<file path="config.mk">
export PLATFORM = sky130hd
export DESIGN_NAME = led_matrix_scanner_flat
export DESIGN_NICKNAME = d
export VERILOG_FILES = /design/src/rtl/led_matrix_scanner_pkg.sv /design/src/rtl/led_matrix_scanner_if.sv /design/src/rtl/led_matrix_scanner_prescaler.sv /design/src/rtl/led_matrix_scanner.sv /design/src/flat_wrapper.sv
export SDC_FILE = /design/constraint.sdc
export NUM_CORES = 1
export LEC_CHECK = 0
export CELL_PAD_IN_SITES_DETAIL_PLACEMENT = 0
export CELL_PAD_IN_SITES_GLOBAL_PLACEMENT = 2
export CORE_UTILIZATION = 46
export CTS_CLUSTER_DIAMETER = 150
export DETAILED_ROUTE_END_ITERATION = 8
export GPL_TIMING_DRIVEN = 0
export PLACE_DENSITY_LB_ADDON = 0.1
export SYNTH_ARGS = -nofsm -noshare
export SYNTH_HDL_FRONTEND = slang
export SYNTH_SLANG_ARGS = --single-unit
</file>
<file path="constraint.sdc">
create_clock -name CLK -period 3.75 [get_ports CLK]
set_clock_uncertainty 0.1 [all_clocks]
set_input_delay 0.75 -clock CLK [delete_from_list [all_inputs] [get_ports CLK]]
set_output_delay 0.75 -clock CLK [all_outputs]
set_load 0.01 [all_outputs]
</file>
<file path="src/rtl/led_matrix_scanner_pkg.sv">
// Shared constants and bank-select encoding for the LED matrix scanner slice.
package matrix_pkg;

   localparam int MATRIX_COLS = 8;
   localparam int MATRIX_ROWS = 16;
   localparam int SCAN_DIV    = 10000;

   typedef enum logic {
      BANK_A = 1'b0,
      BANK_B = 1'b1
   } bank_e;

   function automatic bank_e other_bank(input bank_e b);
      return (b == BANK_A) ? BANK_B : BANK_A;
   endfunction

endpackage

</file>
<file path="src/rtl/led_matrix_scanner_if.sv">
// Row-write bus and bank-swap handshake between game logic and the scanner.
interface led_matrix_scanner_if
   import matrix_pkg::*;
#(
   parameter int COLS = MATRIX_COLS,
   parameter int ROWS = MATRIX_ROWS
);

   localparam int YW = $clog2(ROWS);

   logic            wrEn;
   logic [YW-1:0]   wrRow;
   logic [COLS-1:0] wrData;
   logic            swapReq;
   logic            swapAck;

   modport master (
      output wrEn,
      output wrRow,
      output wrData,
      output swapReq,
      input  swapAck
   );

   modport slave (
      input  wrEn,
      input  wrRow,
      input  wrData,
      input  swapReq,
      output swapAck
   );

endinterface

</file>
<file path="src/rtl/led_matrix_scanner_prescaler.sv">
// Free-running divider: tick is high for the one cycle where the count is DIV-1.
module tick_prescaler
   import matrix_pkg::*;
#(
   parameter int DIV = SCAN_DIV
) (
   input  logic CLK,
   input  logic RSTn,
   output logic tick
);

   localparam int            CW   = (DIV > 1) ? $clog2(DIV) : 1;
   localparam logic [CW-1:0] LAST = CW'(DIV - 1);

   logic [CW-1:0] cnt;

   assign tick = (cnt == LAST);

   always_ff @(posedge CLK or negedge RSTn) begin
      if (!RSTn) begin
         cnt <= '0;
      end else if (tick) begin
         cnt <= '0;
      end else begin
         cnt <= cnt + 1'b1;
      end
   end

endmodule

</file>
<file path="src/rtl/led_matrix_scanner.sv">
// Double-buffered LED dot-matrix scan driver: scans the front bank one pixel per
// tick while rows are written into the back bank; banks swap on frame end.
module led_matrix_scanner
   import matrix_pkg::*;
#(
   parameter int COLS = MATRIX_COLS,
   parameter int ROWS = MATRIX_ROWS,
   parameter int DIV  = SCAN_DIV,
   parameter int XW   = $clog2(COLS),
   parameter int YW   = $clog2(ROWS)
) (
   input  logic                  CLK,
   input  logic                  RSTn,
   led_matrix_scanner_if.slave   bus,
   input  logic                  blank,
   output logic [XW-1:0]         xOut,
   output logic [YW-1:0]         yOut,
   output logic                  pixOn,
   output logic                  frameDone
);

   localparam logic [XW-1:0] X_LAST = XW'(COLS - 1);
   localparam logic [YW-1:0] Y_TOP  = YW'(ROWS - 1);
   localparam logic [YW:0]   ROWS_L = (YW + 1)'(ROWS);

   logic            tick;
   logic            frame_end;
   logic            swap;
   logic            row_ok;
   bank_e           front;
   logic [COLS-1:0] bank [2][ROWS];

   tick_prescaler #(
      .DIV (DIV)
   ) u_prescaler (
      .CLK  (CLK),
      .RSTn (RSTn),
      .tick (tick)
   );

   assign frame_end = tick && (xOut == X_LAST) && (yOut == '0);
   assign swap      = frame_end && bus.swapReq;
   assign row_ok    = ({1'b0, bus.wrRow} < ROWS_L);
   assign pixOn     = !blank && bank[front][yOut][xOut];

   always_ff @(posedge CLK or negedge RSTn) begin
      if (!RSTn) begin
         xOut        <= '0;
         yOut        <= Y_TOP;
         front       <= BANK_A;
         frameDone   <= 1'b0;
         bus.swapAck <= 1'b0;
      end else begin
         frameDone   <= frame_end;
         bus.swapAck <= swap;
         if (swap) begin
            front <= other_bank(front);
         end
         if (tick) begin
            if (xOut == X_LAST) begin
               xOut <= '0;
               yOut <= (yOut == '0) ? Y_TOP : yOut - 1'b1;
            end else begin
               xOut <= xOut + 1'b1;
            end
         end
      end
   end

   // Write target uses the pre-edge front, so a write in the swap cycle lands
   // in the bank that is about to become visible.
   always_ff @(posedge CLK or negedge RSTn) begin
      if (!RSTn) begin
         for (int unsigned b = 0; b < 2; b++) begin
            for (int unsigned r = 0; r < ROWS; r++) begin
               bank[b][r] <= '0;
            end
         end
      end else if (bus.wrEn && row_ok) begin
         bank[other_bank(front)][bus.wrRow] <= bus.wrData;
      end
   end

endmodule

</file>
<file path="src/flat_wrapper.sv">
// flat-port wrapper written by rule: the top's interface ports become plain ports
module led_matrix_scanner_flat import matrix_pkg::*;
#(
   parameter int COLS = MATRIX_COLS,
   parameter int ROWS = MATRIX_ROWS,
   parameter int DIV  = SCAN_DIV,
   parameter int XW   = $clog2(COLS),
   parameter int YW   = $clog2(ROWS)
)
  (CLK, RSTn, blank, xOut, yOut, pixOn, frameDone, bus_wrEn, bus_wrRow, bus_wrData, bus_swapReq, bus_swapAck);
  led_matrix_scanner_if #(.COLS(COLS), .ROWS(ROWS)) bus_i ();
  input  logic CLK;
  input  logic RSTn;
  input  logic blank;
  output logic [XW-1:0] xOut;
  output logic [YW-1:0] yOut;
  output logic pixOn;
  output logic frameDone;
  input wire logic [$bits(bus_i.wrEn)-1:0] bus_wrEn;
  input wire logic [$bits(bus_i.wrRow)-1:0] bus_wrRow;
  input wire logic [$bits(bus_i.wrData)-1:0] bus_wrData;
  input wire logic [$bits(bus_i.swapReq)-1:0] bus_swapReq;
  output wire logic [$bits(bus_i.swapAck)-1:0] bus_swapAck;
  assign bus_i.wrEn = bus_wrEn;
  assign bus_i.wrRow = bus_wrRow;
  assign bus_i.wrData = bus_wrData;
  assign bus_i.swapReq = bus_swapReq;
  assign bus_swapAck = bus_i.swapAck;
  led_matrix_scanner #(.COLS(COLS), .ROWS(ROWS), .DIV(DIV), .XW(XW), .YW(YW)) u_core (.CLK(CLK), .RSTn(RSTn), .bus(bus_i), .blank(blank), .xOut(xOut), .yOut(yOut), .pixOn(pixOn), .frameDone(frameDone));
endmodule
</file>
==> flow_summary.toml, run 1 <==
[floorplan]
dieArea_mm2 = 0.0292
fp-row-count = 61
dieWidth_um = 171
die-height_um = 171
start_util = 0.470
core_mm2 = 0.0279
pin_count = 27

[power_and_ir_drop]
cellPowerDensity_mw_per_mm2 = 471
p_leak_nw = 6.75
ir_worst_vdd_v = 0.000356

[clocking]
cts_buffers = 31
ctsRootBufferMaster = "clkbuf_16"
clock_sinks = 280
cts_tree = "done"
clk_latency_ns = 0.57
htreeDepth = 1
clockBufferDepth = 3
hold_buffers = 0
clkTransAtPathRegs_ns = 0.06

[placement]
placedCellCount = 1292
dpl_cell_area_mm2 = 0.0139
gp_congestion = 0.903
post-dp-hpwl_um = 24700
port_buffers = 21
pre_cts_ws_ns = -0.758

[logic_synthesis]
netlist_area_mm2 = 0.0131
async_flop_share = 1.00
synthDistinctLibCells = 54
ys_seq_area_frac = 0.534
ys.flop_type = "dfrtp_1"
yosysWarningCount = 0
syn_area_per_cell_um2 = 14.8
syn_nets = 911
ys_ff_latch = 280
syn_inst = 890
synth_edf_count = 0

[finish]
fin_area_mm2 = 0.0153
drive_above_1_share = 0.450
fill_cells = 2315
instances_no_fill = 1365
layout_commonest_cell = "dfrtp_1"
nets = 983
layout_common_cells = "dfrtp_1 (276), mux2_2 (257), clkbuf_1 (40)"
syn_to_final_growth_pct = 16.8

[hold_path]
hp-class = "in -> async"

[critical_path]
r2r-start = "u_core.front"
critPathLaunch = "u_core.front"
cp_max_fo = 10
arrival_ns = 3.13
worstSetupPathType = "reg -> out"
start_kind = "flip-flop"
crit_required_ns = 2.90
cp-end-kind = "output pin"

[grt]
grt_use_total = 0.269
grt_pass1_vias = 8869
overflow = 0
antenna_found_initial = 0
grt_pass1_wl_um = 56600
grt_max_degree = 129

[sta]
finalCriticalPeriod_ns = 3.98
report.final.hold_viol_count = 0
relSlewSlack = 0.136
finalSetupViolations = 1
slew_violations = 0
worst_slack_ns = -0.231
clock.fmax_mhz = 251
worst_pin_slew_ns = 1.29
period_share = 1.06
rsz0062_at_grt = "yes"

[detailed_routing]
viasPerCell = 5.92
drtAntennaViolNets = 0
avgRoutedWirePerCell_um = 27.7
vias = 8075
first_iter_violations = 501
wirelength_um = 37800
first_pass_iters = 4
drc = 0

[run_status]
status = "finished, violations left"
violations = "setup timing"

[run]
cap_violations = 0
[area by class of cell]
class	instances	area, um2	share of cell area
buffer	66	490	0.0320
tap	378	473	0.0308
clock buffer	42	907	0.0591
antenna	1	2.50	0.000163
multi-input combinational	535	5800	0.378
timing repair buffer	40	448	0.0292
sequential	280	7010	0.457
inverter	8	30.0	0.00196
clock inverter	15	183	0.0119
[per-stage QoR]
step                      total power, mW   TNS, ns  utilization  hold WS [ns]
after floorplan                      3.83         0            -         0.333
after global placement               3.99  -2615.10        0.495         0.349
after detailed placement             4.06    -0.758        0.498         0.375
after CTS                            7.27    -0.271        0.542        0.0758
after global routing                 7.47    -0.277        0.549        0.0916
final                                7.22    -0.231        0.549        0.0491
[sequential cells by signal (all words and copies together) (netlist names)]
name	flops
u_core.bank	256
u_core.bus.swapAck	1
u_core.frameDone	1
u_core.front	1
u_core.u_prescaler.cnt	14
u_core.xOut	3
u_core.yOut	4
[critical path, cell delays in order (launching register included)]
cell and delay (ns):
dfrtp_1 0.35, buf_6 0.16, buf_12 0.15, buf_12 0.14, mux4_4 0.64, mux4_2 0.57
o2111ai_2 0.26, o32ai_4 0.13, buf_2 0.16
[final timing paths]
kind / end / slack [ns] / cells after the start
worst max-delay path: pixOn / -0.23 / 8
worst min-delay path: u_core.bank[154] / 0.05 / 1
worst max register to register: u_core.bank[158] / 0.58 / 8
worst min register to register: u_core.u_prescaler.cnt[0] / 0.37 / 1
max in group asynchronous: u_core.bank[238] / 2.45 / 2
min in group CLK: u_core.u_prescaler.cnt[0] / 0.37 / 1
[cells by family after synthesis]
family | after synthesis | share of synthesized area
mux | 343 | 0.340
flops | 280 | 0.534
simple gates | 111 | 0.0469
buf+inv | 75 | 0.0321
compound gates | 63 | 0.0339
xor+xnor | 14 | 0.00933
fa+ha+maj | 4 | 0.00381
[cells in the mapped netlist (4+ instances only)]
cell type  instances  area (um2)
a21oi_1           11        55.1
buf_2              4        20.0
buf_6              6        67.6
clkbuf_1          45         169
dfrtp_1          276        6910
dfstp_2            4         105
ha_1               4        50.1
inv_1              8        30.0
mux2_2           257        2890
mux2i_1           34         340
mux4_1            15         394
mux4_2            34         766
nand2_1           27         101
nand2b_1           8        50.1
nand3_1           10        50.1
nand4_1            6        37.5
nor2_1            19        71.3
nor2_2             9        56.3
nor2b_1            6        37.5
nor3_1             8        40.0
nor3_2             4        40.0
o2111ai_1          6        52.6
o21ai_0            7        35.0
o221ai_1          16         140
o22ai_1            9        56.3
xnor2_1            9        78.8
xor2_1             5        43.8
[timing repair]
item | in CTS | in global routing
setup buffers | 1 | 12
pin swaps | 5 | 3
resized for setup | 41 | 17
setup endpoints to repair | 1 | 1
cloned | 0 | 3
[metal layers]
layer	track usage	up-vias	wire [um]
met5	0	-	0
met4	0.0881	0	1170
met3	0.0430	66	1720
met2	0.454	214	18700
met1	0.355	4334	16200
li1	-	3461	-
[power breakdown]
group / switching (mW) / total (mW) / internal [mW]
clock network: 1.26 / 3.22 / 1.96
logic: 0.233 / 0.499 / 0.267
registers: 0.161 / 3.50 / 3.34
Note: power is estimated with default switching activity, not from simulation.
==> run 2, diff against run 1 <==
CTS_BUF_LIST = sky130_fd_sc_hd__clkbuf_8 sky130_fd_sc_hd__clkbuf_16   (was unset)
==> flow_summary.toml, run 2 (synthesis results as in run 1) <==
[critical_path]
cp_max_fo = 10
cp-end-kind = "output pin"
r2r-start = "u_core.front"
cp_num_buf_inv = 4
crit_required_ns = 2.90
cp_top_family = "multiplexers"
worstSetupPathType = "reg -> out"
r2r-end = "u_core.bank[158]"
path_common_cell = "buf_12"
start_kind = "flip-flop"
crit_chain = "buf_6, buf_12, buf_12, mux4_4, mux4_2, o2111ai_2, o32ai_4, buf_2"
r2r_setup_slack_ns = 0.57
worst_path_max_delay_cell = "mux4_4"
r2r_cells = 8
arrival_ns = 3.13
cpPeakStageDelay_ns = 0.64

[clocking]
clkTransAtPathRegs_ns = 0.06
cts_tree = "done"
clockBufferDepth = 3
ctsRootBufferMaster = "clkbuf_16"
cts_buffers = 31
clock_sinks = 280
clk_latency_ns = 0.57
htreeDepth = 1

[floorplan]
start_util = 0.470
die-height_um = 171
dieWidth_um = 171
fp-row-count = 61
core_mm2 = 0.0279
pin_count = 27
dieArea_mm2 = 0.0292

[sta]
worst_pin_slew_ns = 1.29
hold_ws_ns = 0.0505
relSlewSlack = 0.136
slew_violations = 0
period_share = 1.06
clock.fmax_mhz = 251
finalSetupViolations = 1
worst_slack_ns = -0.235
report.final.hold_viol_count = 0
finalCriticalPeriod_ns = 3.98
rsz0062_at_grt = "yes"

[power_and_ir_drop]
ir_worst_vdd_v = 0.000358
p_leak_nw = 6.75
cellPowerDensity_mw_per_mm2 = 471

[finish]
nets = 983
largest_register_ffs = 256
syn_to_final_growth_pct = 16.8
drive_above_1_share = 0.450
layout_commonest_cell = "dfrtp_1"
reg_top3 = "u_core.bank: 256 flops, u_core.u_prescaler.cnt: 14 flops, u_core.yOut: 4 flops"
layout_common_cells = "dfrtp_1 (276), mux2_2 (257), mux4_2 (39)"
final_util = 0.549
max_flop_register = "u_core.bank"

[grt]
grt_pass1_vias = 8869
overflow = 0
grt_max_degree = 129
antenna_found_initial = 0
grt_pass1_wl_um = 56600
grt_use_total = 0.269

[detailed_routing]
drc = 0
avgRoutedWirePerCell_um = 27.7
dr_wl_met3_um = 1700
viasPerCell = 5.92
vias = 8075
top_layer = "met4"
wirelength_um = 37800
wl_met2_um = 18700
first_pass_iters = 4
wl_met1_um = 16300
first_iter_violations = 501
drtAntennaViolNets = 0

[placement]
post-dp-hpwl_um = 24700
port_buffers = 21
gp_congestion = 0.903

[run_status]
violations = "setup timing"
status = "finished, violations left"

[hold_path]
hp-class = "in -> async"

[run]
cap_violations = 0
==> run 2: changes by cell type in the layout (fill, tap and decap cells not counted) <==
cell      previous run  this run
clkbuf_1            40        38
inv_1                8        10
==> run 2: how the worst max path moves through the flow <==
| stage | startpoint | endpoint | slack, ns | cells past startpoint |
|---|---|---|---|---|
| floorplan | u_core.yOut[0] | pixOn | 0.63 | 7 |
| global placement | RSTn | u_core.bank[120] | -9.40 | 1 |
| detailed placement | u_core.yOut[0] | pixOn | -0.76 | 10 |
| CTS | u_core.yOut[0] | pixOn | -0.27 | 8 |
| global route | u_core.front | pixOn | -0.28 | 8 |
| finish | u_core.front | pixOn | -0.23 | 8 |
==> run 2: per-layer routing <==
layer,up-vias,track usage
li1,3458,-
met1,4343,0.355
met2,208,0.454
met3,66,0.0430
met4,0,0.0881
met5,-,0
==> run 2: per-stage QoR <==
| stage | setup slack, ns | instance area (um2) | setup TNS [ns] | std cells | total power [mW] |
|---|---|---|---|---|---|
| final | -0.235 | 15300 | -0.235 | 1365 | 7.22 |
| after floorplan | 0.628 | 13100 | 0 | 890 | 3.83 |
| after detailed placement | -0.758 | 13900 | -0.758 | 1292 | 4.06 |
| after CTS | -0.271 | 15100 | -0.271 | 1349 | 7.26 |
| after global routing | -0.277 | 15300 | -0.277 | 1364 | 7.47 |
| after global placement | -9.40 | 13800 | -2615.10 | 1289 | 3.99 |
==> run 2: timing repair <==
| action | in CTS | in global routing |
|---|---|---|
| cloned | 0 | 3 |
| buffers inserted | 1 | 12 |
| endpoints found under the hold margin | 0 | 0 |
| resized for setup | 41 | 17 |
| setup endpoints to repair | 1 | 1 |
| hold buffers | 0 | 0 |
| pin swaps | 5 | 3 |
==> run 2: area by class of cell <==
type	instances	area, um2
Antenna cell	1	2.50
Fill cell	2315	12600
Clock buffer	40	900
Multi-Input combinational cell	535	5800
Buffer	66	490
Tap cell	378	473
Sequential cell	280	7010
Timing Repair Buffer	40	448
Clock inverter	17	190
Inverter	8	30.0
==> run 2: power breakdown <==
group	leakage [nW]	total (mW)	switching (mW)	internal, mW
Clock	0.558	3.21	1.26	1.95
Sequential	3.67	3.50	0.161	3.34
Combinational	2.53	0.500	0.233	0.267
Total	6.75	7.22	1.66	5.56
